[src/rtl/div_sched_pkg.sv]
`default_nettype none
// ---------------------------------------------------------------------------
// div_sched_pkg : shared widths, limits and FSM state for the rate scheduler
// Rev 1.0
// ---------------------------------------------------------------------------
package div_sched_pkg;

  localparam int DEF_CNT_W   = 28;
  localparam int DEF_MIN_DIV = 2;

  typedef enum logic [0:0] {
    IDLE    = 1'b0,
    PENDING = 1'b1
  } state_t;

endpackage
`default_nettype wire

[src/rtl/period_counter.sv]
`default_nettype none
// ---------------------------------------------------------------------------
// period_counter : 0..cur_div-1 counter with registered period tick and wave
// Rev 1.0
// ---------------------------------------------------------------------------
module period_counter
  import div_sched_pkg::*;
#(
  parameter int CNT_W = DEF_CNT_W
) (
  input  logic             clock_in,
  input  logic             reset,
  input  logic [CNT_W-1:0] cur_div,
  input  logic             clear,
  output logic             boundary,
  output logic             tick_out,
  output logic             wave_out
);

  logic [CNT_W-1:0] count_q, count_d;
  logic             tick_q, tick_d;
  logic             wave_q, wave_d;

  assign boundary = (count_q == cur_div - CNT_W'(1));

  // An immediate load restarts the period without announcing a tick.
  always_comb begin
    count_d = (clear || boundary) ? '0 : count_q + CNT_W'(1);
    tick_d  = boundary && !clear;
    wave_d  = (count_q < (cur_div >> 1));
  end

  always_ff @(posedge clock_in) begin
    if (reset) begin
      count_q <= '0;
      tick_q  <= 1'b0;
      wave_q  <= 1'b0;
    end else begin
      count_q <= count_d;
      tick_q  <= tick_d;
      wave_q  <= wave_d;
    end
  end

  assign tick_out = tick_q;
  assign wave_out = wave_q;

endmodule
`default_nettype wire

[src/rtl/divider_rate_scheduler.sv]
`default_nettype none
// ---------------------------------------------------------------------------
// divider_rate_scheduler : boundary-aligned divisor changes for the wave gen.
// Optional DIV_RANGE_CHECK_EN rejects (instead of clamps) divisors < MIN_DIV.
// Rev 1.0
// ---------------------------------------------------------------------------
module divider_rate_scheduler
  import div_sched_pkg::*;
#(
  parameter int CNT_W       = DEF_CNT_W,
  parameter int DEFAULT_DIV = 100000,
  parameter int MIN_DIV     = DEF_MIN_DIV
) (
  input  logic             clock_in,
  input  logic             reset,
  input  logic             req_valid,
  input  logic [CNT_W-1:0] req_div,
  input  logic             req_imm,
  output logic             req_ready,
  output logic [CNT_W-1:0] cur_div,
  output logic             busy,
  output logic             tick_out,
`ifdef DIV_RANGE_CHECK_EN
  output logic             wave_out,
  output logic             err_out
`else
  output logic             wave_out
`endif
);

  state_t           state_q, state_d;
  logic [CNT_W-1:0] pending_q, pending_d;
  logic [CNT_W-1:0] cur_div_q, cur_div_d;
  logic             busy_q, busy_d;
  logic             boundary;
  logic             clear;
  logic             accept;
  logic             div_ok;
  logic             apply;
  logic [CNT_W-1:0] div_in;

  assign req_ready = (state_q == IDLE);
  assign accept    = req_valid && req_ready;
  assign div_ok    = (req_div >= CNT_W'(MIN_DIV));

`ifdef DIV_RANGE_CHECK_EN
  logic err_q, err_d;
  assign apply   = accept && div_ok;
  assign div_in  = req_div;
  assign err_d   = err_q || (accept && !div_ok);
  assign err_out = err_q;

  always_ff @(posedge clock_in) begin
    if (reset) err_q <= 1'b0;
    else       err_q <= err_d;
  end
`else
  assign apply  = accept;
  assign div_in = div_ok ? req_div : CNT_W'(MIN_DIV);
`endif

  always_comb begin
    state_d   = state_q;
    pending_d = pending_q;
    cur_div_d = cur_div_q;
    busy_d    = busy_q;
    clear     = 1'b0;
    case (state_q)
      IDLE: begin
        if (apply && req_imm) begin
          cur_div_d = div_in;
          clear     = 1'b1;
        end else if (apply) begin
          pending_d = div_in;
          state_d   = PENDING;
          busy_d    = 1'b1;
        end
      end
      PENDING: begin
        if (boundary) begin
          cur_div_d = pending_q;
          state_d   = IDLE;
          busy_d    = 1'b0;
        end
      end
      default: state_d = IDLE;
    endcase
  end

  always_ff @(posedge clock_in) begin
    if (reset) begin
      state_q   <= IDLE;
      pending_q <= '0;
      cur_div_q <= CNT_W'(DEFAULT_DIV);
      busy_q    <= 1'b0;
    end else begin
      state_q   <= state_d;
      pending_q <= pending_d;
      cur_div_q <= cur_div_d;
      busy_q    <= busy_d;
    end
  end

  assign cur_div = cur_div_q;
  assign busy    = busy_q;

  period_counter #(
    .CNT_W (CNT_W)
  ) u_period_counter (
    .clock_in (clock_in),
    .reset    (reset),
    .cur_div  (cur_div_q),
    .clear    (clear),
    .boundary (boundary),
    .tick_out (tick_out),
    .wave_out (wave_out)
  );

endmodule
`default_nettype wire

[config.mk]
export PLATFORM = sky130hd
export DESIGN_NAME = divider_rate_scheduler
export DESIGN_NICKNAME = d
export VERILOG_FILES = /design/src/rtl/div_sched_pkg.sv /design/src/rtl/period_counter.sv /design/src/rtl/divider_rate_scheduler.sv
export SDC_FILE = /design/constraint.sdc
export NUM_CORES = 1
export LEC_CHECK = 0
export CORE_MARGIN = 10
export CORE_UTILIZATION = 40
export CTS_CLUSTER_DIAMETER = 60
export CTS_CLUSTER_SIZE = 12
export DETAILED_ROUTE_END_ITERATION = 10
export GPL_TIMING_DRIVEN = 1
export MAX_ROUTING_LAYER = met4
export SLEW_MARGIN = 20
export SYNTH_ARGS = -nofsm -noshare
export SYNTH_HDL_FRONTEND = slang
export SYNTH_HIERARCHICAL = 1
export SYNTH_SLANG_ARGS = --single-unit
[constraint.sdc]
create_clock -name clock_in -period 10.8 [get_ports clock_in]
set_clock_uncertainty 0.15 [all_clocks]
set_input_delay 2.16 -clock clock_in [delete_from_list [all_inputs] [get_ports clock_in]]
set_output_delay 2.16 -clock clock_in [all_outputs]
set_load 0.02 [all_outputs]
==> results of run 1 <==
## worst max-delay path by stage
| stage | end | slack (ns) | depth (start not counted) |
|---|---|---|---|
| 2_1_floorplan | cur_div[1] | 7.18 | 15 |
| 3_5_place_dp | cur_div[1] | 6.37 | 13 |
| 4_1_cts | cur_div[1] | 6.36 | 11 |
| 6_report | cur_div[1] | 6.39 | 13 |
| 5_1_grt | cur_div[1] | 5.90 | 13 |
| 3_3_place_gp | cur_div[1] | 6.43 | 11 |
## placed cells by master (no fill, tap or decap), types with 21 or more instances in the layout
cell             instances
a211oi_2                21
a21oi_1                 44
clkdlybuf4s50_1         62
dfxtp_1                 88
ha_1                    28
inv_1                   37
mux2i_1                 24
nand2_1                 79
nor2_1                  57
nor3_1                  32
xnor2_1                 33
xor2_1                  21
## layer usage
layer  GRT usage  wire length [µm]  vias to the layer above
met5           -                 0                        -
met4      0.0656               214                        0
met3      0.0231               422                       15
met2       0.262              7050                       92
met1       0.221              7360                     2259
li1            -                 -                     2402
## through the flow
stage | total power (W) | std cells | instance area [µm²] | worst slack, ns
2_1_floorplan | 0.000455 | 654 | 5460 | 7.18
3_3_place_gp | 0.000505 | 864 | 6110 | 6.43
3_5_place_dp | 0.000507 | 864 | 6110 | 6.37
4_1_cts | 0.000810 | 880 | 6400 | 6.36
5_1_grt | 0.000838 | 880 | 6400 | 5.90
6_report | 0.000802 | 880 | 6400 | 6.39
## worst max-delay path: cells and delay by family, from the launching register on
family / cells / cell delay [ns]
buf+inv: 1 / 0.09
fa+ha+maj: 1 / 0.23
compound gates: 2 / 0.46
flops: 1 / 0.38
mux: 1 / 0.14
simple gates: 8 / 2.88
## cell families after synthesis
family | after synthesis | synth area share
xor+xnor | 54 | 0.0866
flops | 88 | 0.323
compound gates | 126 | 0.170
mux | 25 | 0.0461
buf+inv | 69 | 0.0646
simple gates | 264 | 0.246
fa+ha+maj | 28 | 0.0642
## area by class of cell
class	instances	area [µm²]
fill	1321	6900
multi-input combinational	497	3350
sequential	88	1760
timing repair buffer	66	648
clock buffer	11	243
tap	176	220
inverter	37	139
clock inverter	5	40.0
## sequential cells by signal, indices dropped and copies added, names as in the netlist
signal                     flops
u_period_counter/tick_out      1
pending_q                     28
busy                           1
u_period_counter/wave_out      1
state_q                        1
u_period_counter/count_q      28
cur_div                       28
## where the power goes
| group | total [W] | switching [W] | internal (W) |
|---|---|---|---|
| logic | 0.000142 | 0.0000809 | 0.0000615 |
| clock network | 0.000301 | 0.000137 | 0.000164 |
| registers | 0.000358 | 0.0000199 | 0.000338 |
==> impl_results.md, run 1 <==
- Antenna viol nets, final: 0
- Maximum number of pins on one net before global-route repair: 55
- Cell count after synthesis: 654
- Final core occ: 0.481
- Initial antenna violation count: 0
- Crit path DAT: 4.53 ns
- Launch instance of the worst min-delay path: pending_q[5]
- Post-synth EDFFs: 0
- Clock sink count: 88
- WL final: 15000 µm
- First DRT Iteration DRCs: 286
- Number of input and output port buffers inserted: 63
- Final-layout setup total negative slack: 0 ns
- Worst EP required: 10.92 ns
- P_leak: 2.38 nW
- Overall die area: 18700 µm²
- Logic depth of the worst register-to-register path: 13
- CP max-delay cell: nand2_2
- Post-synthesis cell type with the largest combined area: dfxtp_1
- Max incr delay on CP: 0.77 ns
- Destination of the worst register-to-register timing path: cur_div[1]
- Worst hold path stage count: 2
- Prevailing post-synth register cell: dfxtp_1
- Remaining design rule violation count: 0
- Fraction of post-synthesis cell area in the top cell type by area: 0.323
- # H-tree levels: 3
- Global-route wire length before repair: 24900 µm
- Vertical extent of the die: 137 µm
- Detailed placer's ending HPWL: 11200 µm
- Proportion of layout cells with a drive suffix above 1: 0.0781
- Global-route usage over all layers: 0.170
- Wirelength per Cell: 17.1 µm
- CP Cell Sequence: inv_1 -> ha_1 -> or4b_1 -> or4_1 -> nor3_2 -> nand3_1 -> mux2i_1 -> nor4_1 -> and4_1 -> nand2_1 -> nand2_2 -> o21ai_0 -> a211oi_2
- Nature of the critical path endpoint: flip-flop
- Headroom to the max-slew limit: 0.336
- Post-synthesis register bit count: 88
- Vias in the first global route: 4756
- Worst-case vdd ir drop: 64.5 µV
- Number of antenna repair diodes: 0
- CTS root buf: clkbuf_16
- Post-synthesis async set-or-reset flop share: 0
- Cell area after technology mapping: 5460 µm²
- Total setup violations reported at the end of the flow: 0
- Startpoint class of the critical path: flip-flop
- Share of the clock period used by the worst path: 0.408
- Longest Clk Path Bufs: 2
- Minimum hold slack: 0.302 ns
- Cts repair resizes: 0
- Clock period minus final worst setup slack: 4.41 ns
- Top-level I/O count: 64
- Post-CTS setup buffer count: 0
- Row count: 42
- Leading cell types by total area after synthesis: dfxtp_1 32%, ha_1 6.4%, nand2_1 5.4%
- GR Overflow Total: 0
- Power Density: 125 nW/µm²
- Clock-pin slew on the worst setup and hold paths: 0.07 ns
- Clock latency reported for the late side of the worst-skew pair: 0.35 ns
- Hold crit path type: reg -> reg
- Register area share after synthesis: 0.323
- Status: completed
- Unrepaired setup endpoints after global routing: no
- Number of slew-limit violations in the final report: 0
- Starting utilization of the core area: 0.411
- GPL Wtd Cong: 0.894
- Horiz. Die Dim: 137 µm
- Most common cell in the synthesized netlist: dfxtp_1
- TritonCTS clock tree: built
- Count of final hold-check violations: 0
- Max-cap violation count: 0
- First-pass DRT Iterations: 5
- Count of cell types in the netlist: 65
- Worst setup path startpoint: cur_div[0]
- Num CTS Buffers: 9
- Number of nets in the layout: 759
- Vias per std cell: 5.42
- Post-cts hold buffer count: 0
- Transition at the pin with the smallest max-transition slack: 0.992 ns
- Launching point of the worst reg2reg path: cur_div[0]
- Reg-to-reg slack, setup: 6.39 ns
- Net count after synthesis: 714
- Hold path endpoint: pending_q[5]
- Mean post-synth cell area: 8.35 µm²
- Via count of the routed design: 4768
- Number of synthesis warnings: 6
- Class of the most critical setup path: reg -> reg
- Max Clk Rate: 0.227 GHz
- List of most frequent post-synthesis cells: 88 x dfxtp_1, 79 x nand2_1, 57 x nor2_1
- Placeable core area: 13300 µm²
- Max Fanout on Critical Path: 48
- Relative area change from synthesis to final layout: 17.2%
Power figures use the tool's default switching activity.
==> run 2, diff against run 1 <==
- clock period: 10.8 -> 4.3 ns (I/O delays scaled with it)
==> run 2 against run 1 <==
  * Hold slack improved by 0.00097 ns
  * Die area stayed put
  * Cell area up 1.0%
  * Critical path depth grew 1
  * Combinational power rose to 2.6 times the previous value
  * Sequential power grew to 2.5 times the previous value
  * First-iteration DRC count grew 5.9%
==> impl_results.md, run 2 (synthesis gave the netlist of run 1 again) <==
- TritonCTS clock tree: built
- CP max-delay cell: or4_1
- Number of nets in the layout: 765 (+0.79%)
- Global-route usage over all layers: 0.175 (+0.00517)
- Max Clk Rate: 0.253 GHz (+12%)
- Number of input and output port buffers inserted: 63 (unchanged)
- Power Density: 317 nW/µm² (+150%)
- Final-layout setup total negative slack: 0 ns (unchanged)
- Clock sink count: 88 (unchanged)
- Clock-pin slew on the worst setup and hold paths: 0.07 ns (about the same)
- Overall die area: 18700 µm² (unchanged)
- Max Fanout on Critical Path: 15 (-69%)
- Detailed placer's ending HPWL: 11600 µm (+3.4%)
- Via count of the routed design: 4792 (+0.50%)
- Number of antenna repair diodes: 0 (unchanged)
- Num CTS Buffers: 9 (unchanged)
- CTS root buf: clkbuf_16
- Starting utilization of the core area: 0.411 (unchanged)
- Placement-stage cell area: 6170 µm² (+0.94%)
- Worst-case vdd ir drop: 232 µV (+260%)
- Reg-to-reg slack, setup: 0.35 ns (-6.04 ns)
- Initial antenna violation count: 0 (unchanged)
- Number of placed instances, taps included: 870 (+0.69%)
- Finished layout cell area: 6460 µm² (+1.0%)
- Row count: 42 (unchanged)
- Non-filler cells in the finished layout: 885 (+0.57%)
- Number of slew-limit violations in the final report: 0 (unchanged)
- Clock period minus final worst setup slack: 3.95 ns (-0.458 ns)
- Unrepaired setup endpoints after global routing: no
- Count of final hold-check violations: 0 (unchanged)
- Vertical extent of the die: 137 µm (unchanged)
- Status: completed
- Antenna viol nets, final: 0 (unchanged)
- Launch instance of the worst min-delay path: pending_q[7]
- Wirelength per Cell: 17.3 µm (+1.1%)
- Logic depth of the worst register-to-register path: 14 (+1)
- Post-CTS setup buffer count: 0 (unchanged)
- Leading cell types in the layout, fill and taps excluded: 88 x dfxtp_1, 79 x nand2_1, 62 x clkdlybuf4s50_1
- Total setup violations reported at the end of the flow: 0 (unchanged)
- Maximum number of pins on one net before global-route repair: 32 (-42%)
- Max-cap violation count: 0 (unchanged)
- WP buf/inv: 2 (+1)
- Headroom to the max-slew limit: 0.298 (-0.0381)
- GR Overflow Total: 0 (unchanged)
- Vias in the first global route: 4820 (+1.3%)
- Filler instances: 1324 (+0.23%)
- Share of the clock period used by the worst path: 0.919 (+0.511)
- Vias per std cell: 5.41 (about the same)
- Horiz. Die Dim: 137 µm (unchanged)
- Launching point of the worst reg2reg path: cur_div[0]
- Family with the most delay on the worst path: simple AND/OR/NAND/NOR gates
- Worst EP required: 4.42 ns (-6.50 ns)
- Placeable core area: 13300 µm² (unchanged)
- Destination of the worst register-to-register timing path: cur_div[1]
- First-pass DRT Iterations: 5 (unchanged)
- CP Cell Sequence: inv_1 -> ha_1 -> or4b_1 -> or4_1 -> nor3_2 -> nand3_1 -> mux2i_1 -> nor4_1 -> and4_1 -> nand2_1 -> nand2_2 -> buf_4 -> o21ai_0 -> a211oi_2
- Proportion of layout cells with a drive suffix above 1: 0.0832 (+0.00509)
- Hold path endpoint: pending_q[7]
- Crit path DAT: 4.08 ns (-0.45 ns)
- WL final: 15300 µm (+1.7%)
- Hold crit path type: reg -> reg
- Max incr delay on CP: 0.56 ns (-0.21 ns)
- Top-level I/O count: 64 (unchanged)
- Remaining design rule violation count: 0 (unchanged)
- Transition at the pin with the smallest max-transition slack: 1.05 ns (+0.0607 ns)
- Longest Clk Path Bufs: 2 (unchanged)
- Worst hold path stage count: 2 (unchanged)
- Clock latency reported for the late side of the worst-skew pair: 0.35 ns (about the same)
- Class of the most critical setup path: reg -> reg
- Cts repair resizes: 0 (unchanged)
- Leading cell type in the layout, fill and taps excluded: dfxtp_1
- Startpoint class of the critical path: flip-flop
- P_leak: 2.41 nW (+1.2%)
- # H-tree levels: 3 (unchanged)
- GPL Wtd Cong: 0.920 (+2.9%)
- Post-cts hold buffer count: 0 (unchanged)
- Relative area change from synthesis to final layout: 18.4%
- First DRT Iteration DRCs: 303 (+5.9%)
- Nature of the critical path endpoint: flip-flop
- Global-route wire length before repair: 25400 µm (+2.0%)
## run 2: changes by cell type in the layout (fill, tap and decap cells not counted), sizes merged
cell	change
buf	+6
bufinv	+1
clkbuf	-1
clkinv	-1
clkinvlp	+2
inv	-2
## run 2: worst max-delay path by stage
stage,from,to,slack (ns),cells past startpoint
global route,cur_div[0],cur_div[1],0.06,14
detailed placement,cur_div[0],cur_div[7],0.35,13
finish,cur_div[0],cur_div[1],0.35,14
CTS,cur_div[0],cur_div[7],0.36,13
global placement,cur_div[8],cur_div[15],0.46,11
floorplan,cur_div[0],cur_div[1],0.68,15
## run 2: tightest hold or removal path, stage by stage, from the launching register on
cell	delay [ns]
dfxtp_1	0.31
nand2_1	0.05
a21oi_1	0.05
## run 2: where the power goes
part           total [W]  switching (W)  internal, W
registers       0.000896      0.0000459     0.000850
clock network   0.000784       0.000337     0.000447
logic           0.000371       0.000210     0.000161
## run 2: metal layers
layer	GRT usage	wire length, µm	vias to the layer above
met1	0.219	7120	2212
met4	0.0603	303	0
li1	-	-	2412
met2	0.274	7080	142
met3	0.0389	789	26
met5	-	0	-
## run 2: layout make-up
cell class	count	area [µm²]	area share
sequential	88	1760	0.273
tap	176	220	0.0341
timing repair buffer	72	709	0.110
inverter	37	139	0.0215
clock buffer	10	229	0.0354
clock inverter	5	58.8	0.00910
multi-input combinational	497	3350	0.518
## run 2: stage by stage
stage | setup slack, ns | total power [W] | hold slack (ns) | utilization
after floorplan | 0.683 | 0.00114 | 0.282 | -
after global placement | 0.459 | 0.00128 | 0.289 | 0.464
final | 0.348 | 0.00205 | 0.303 | 0.486
after detailed placement | 0.353 | 0.00128 | 0.295 | 0.464
after CTS | 0.357 | 0.00207 | 0.304 | 0.486
after global routing | 0.0563 | 0.00214 | 0.328 | 0.486
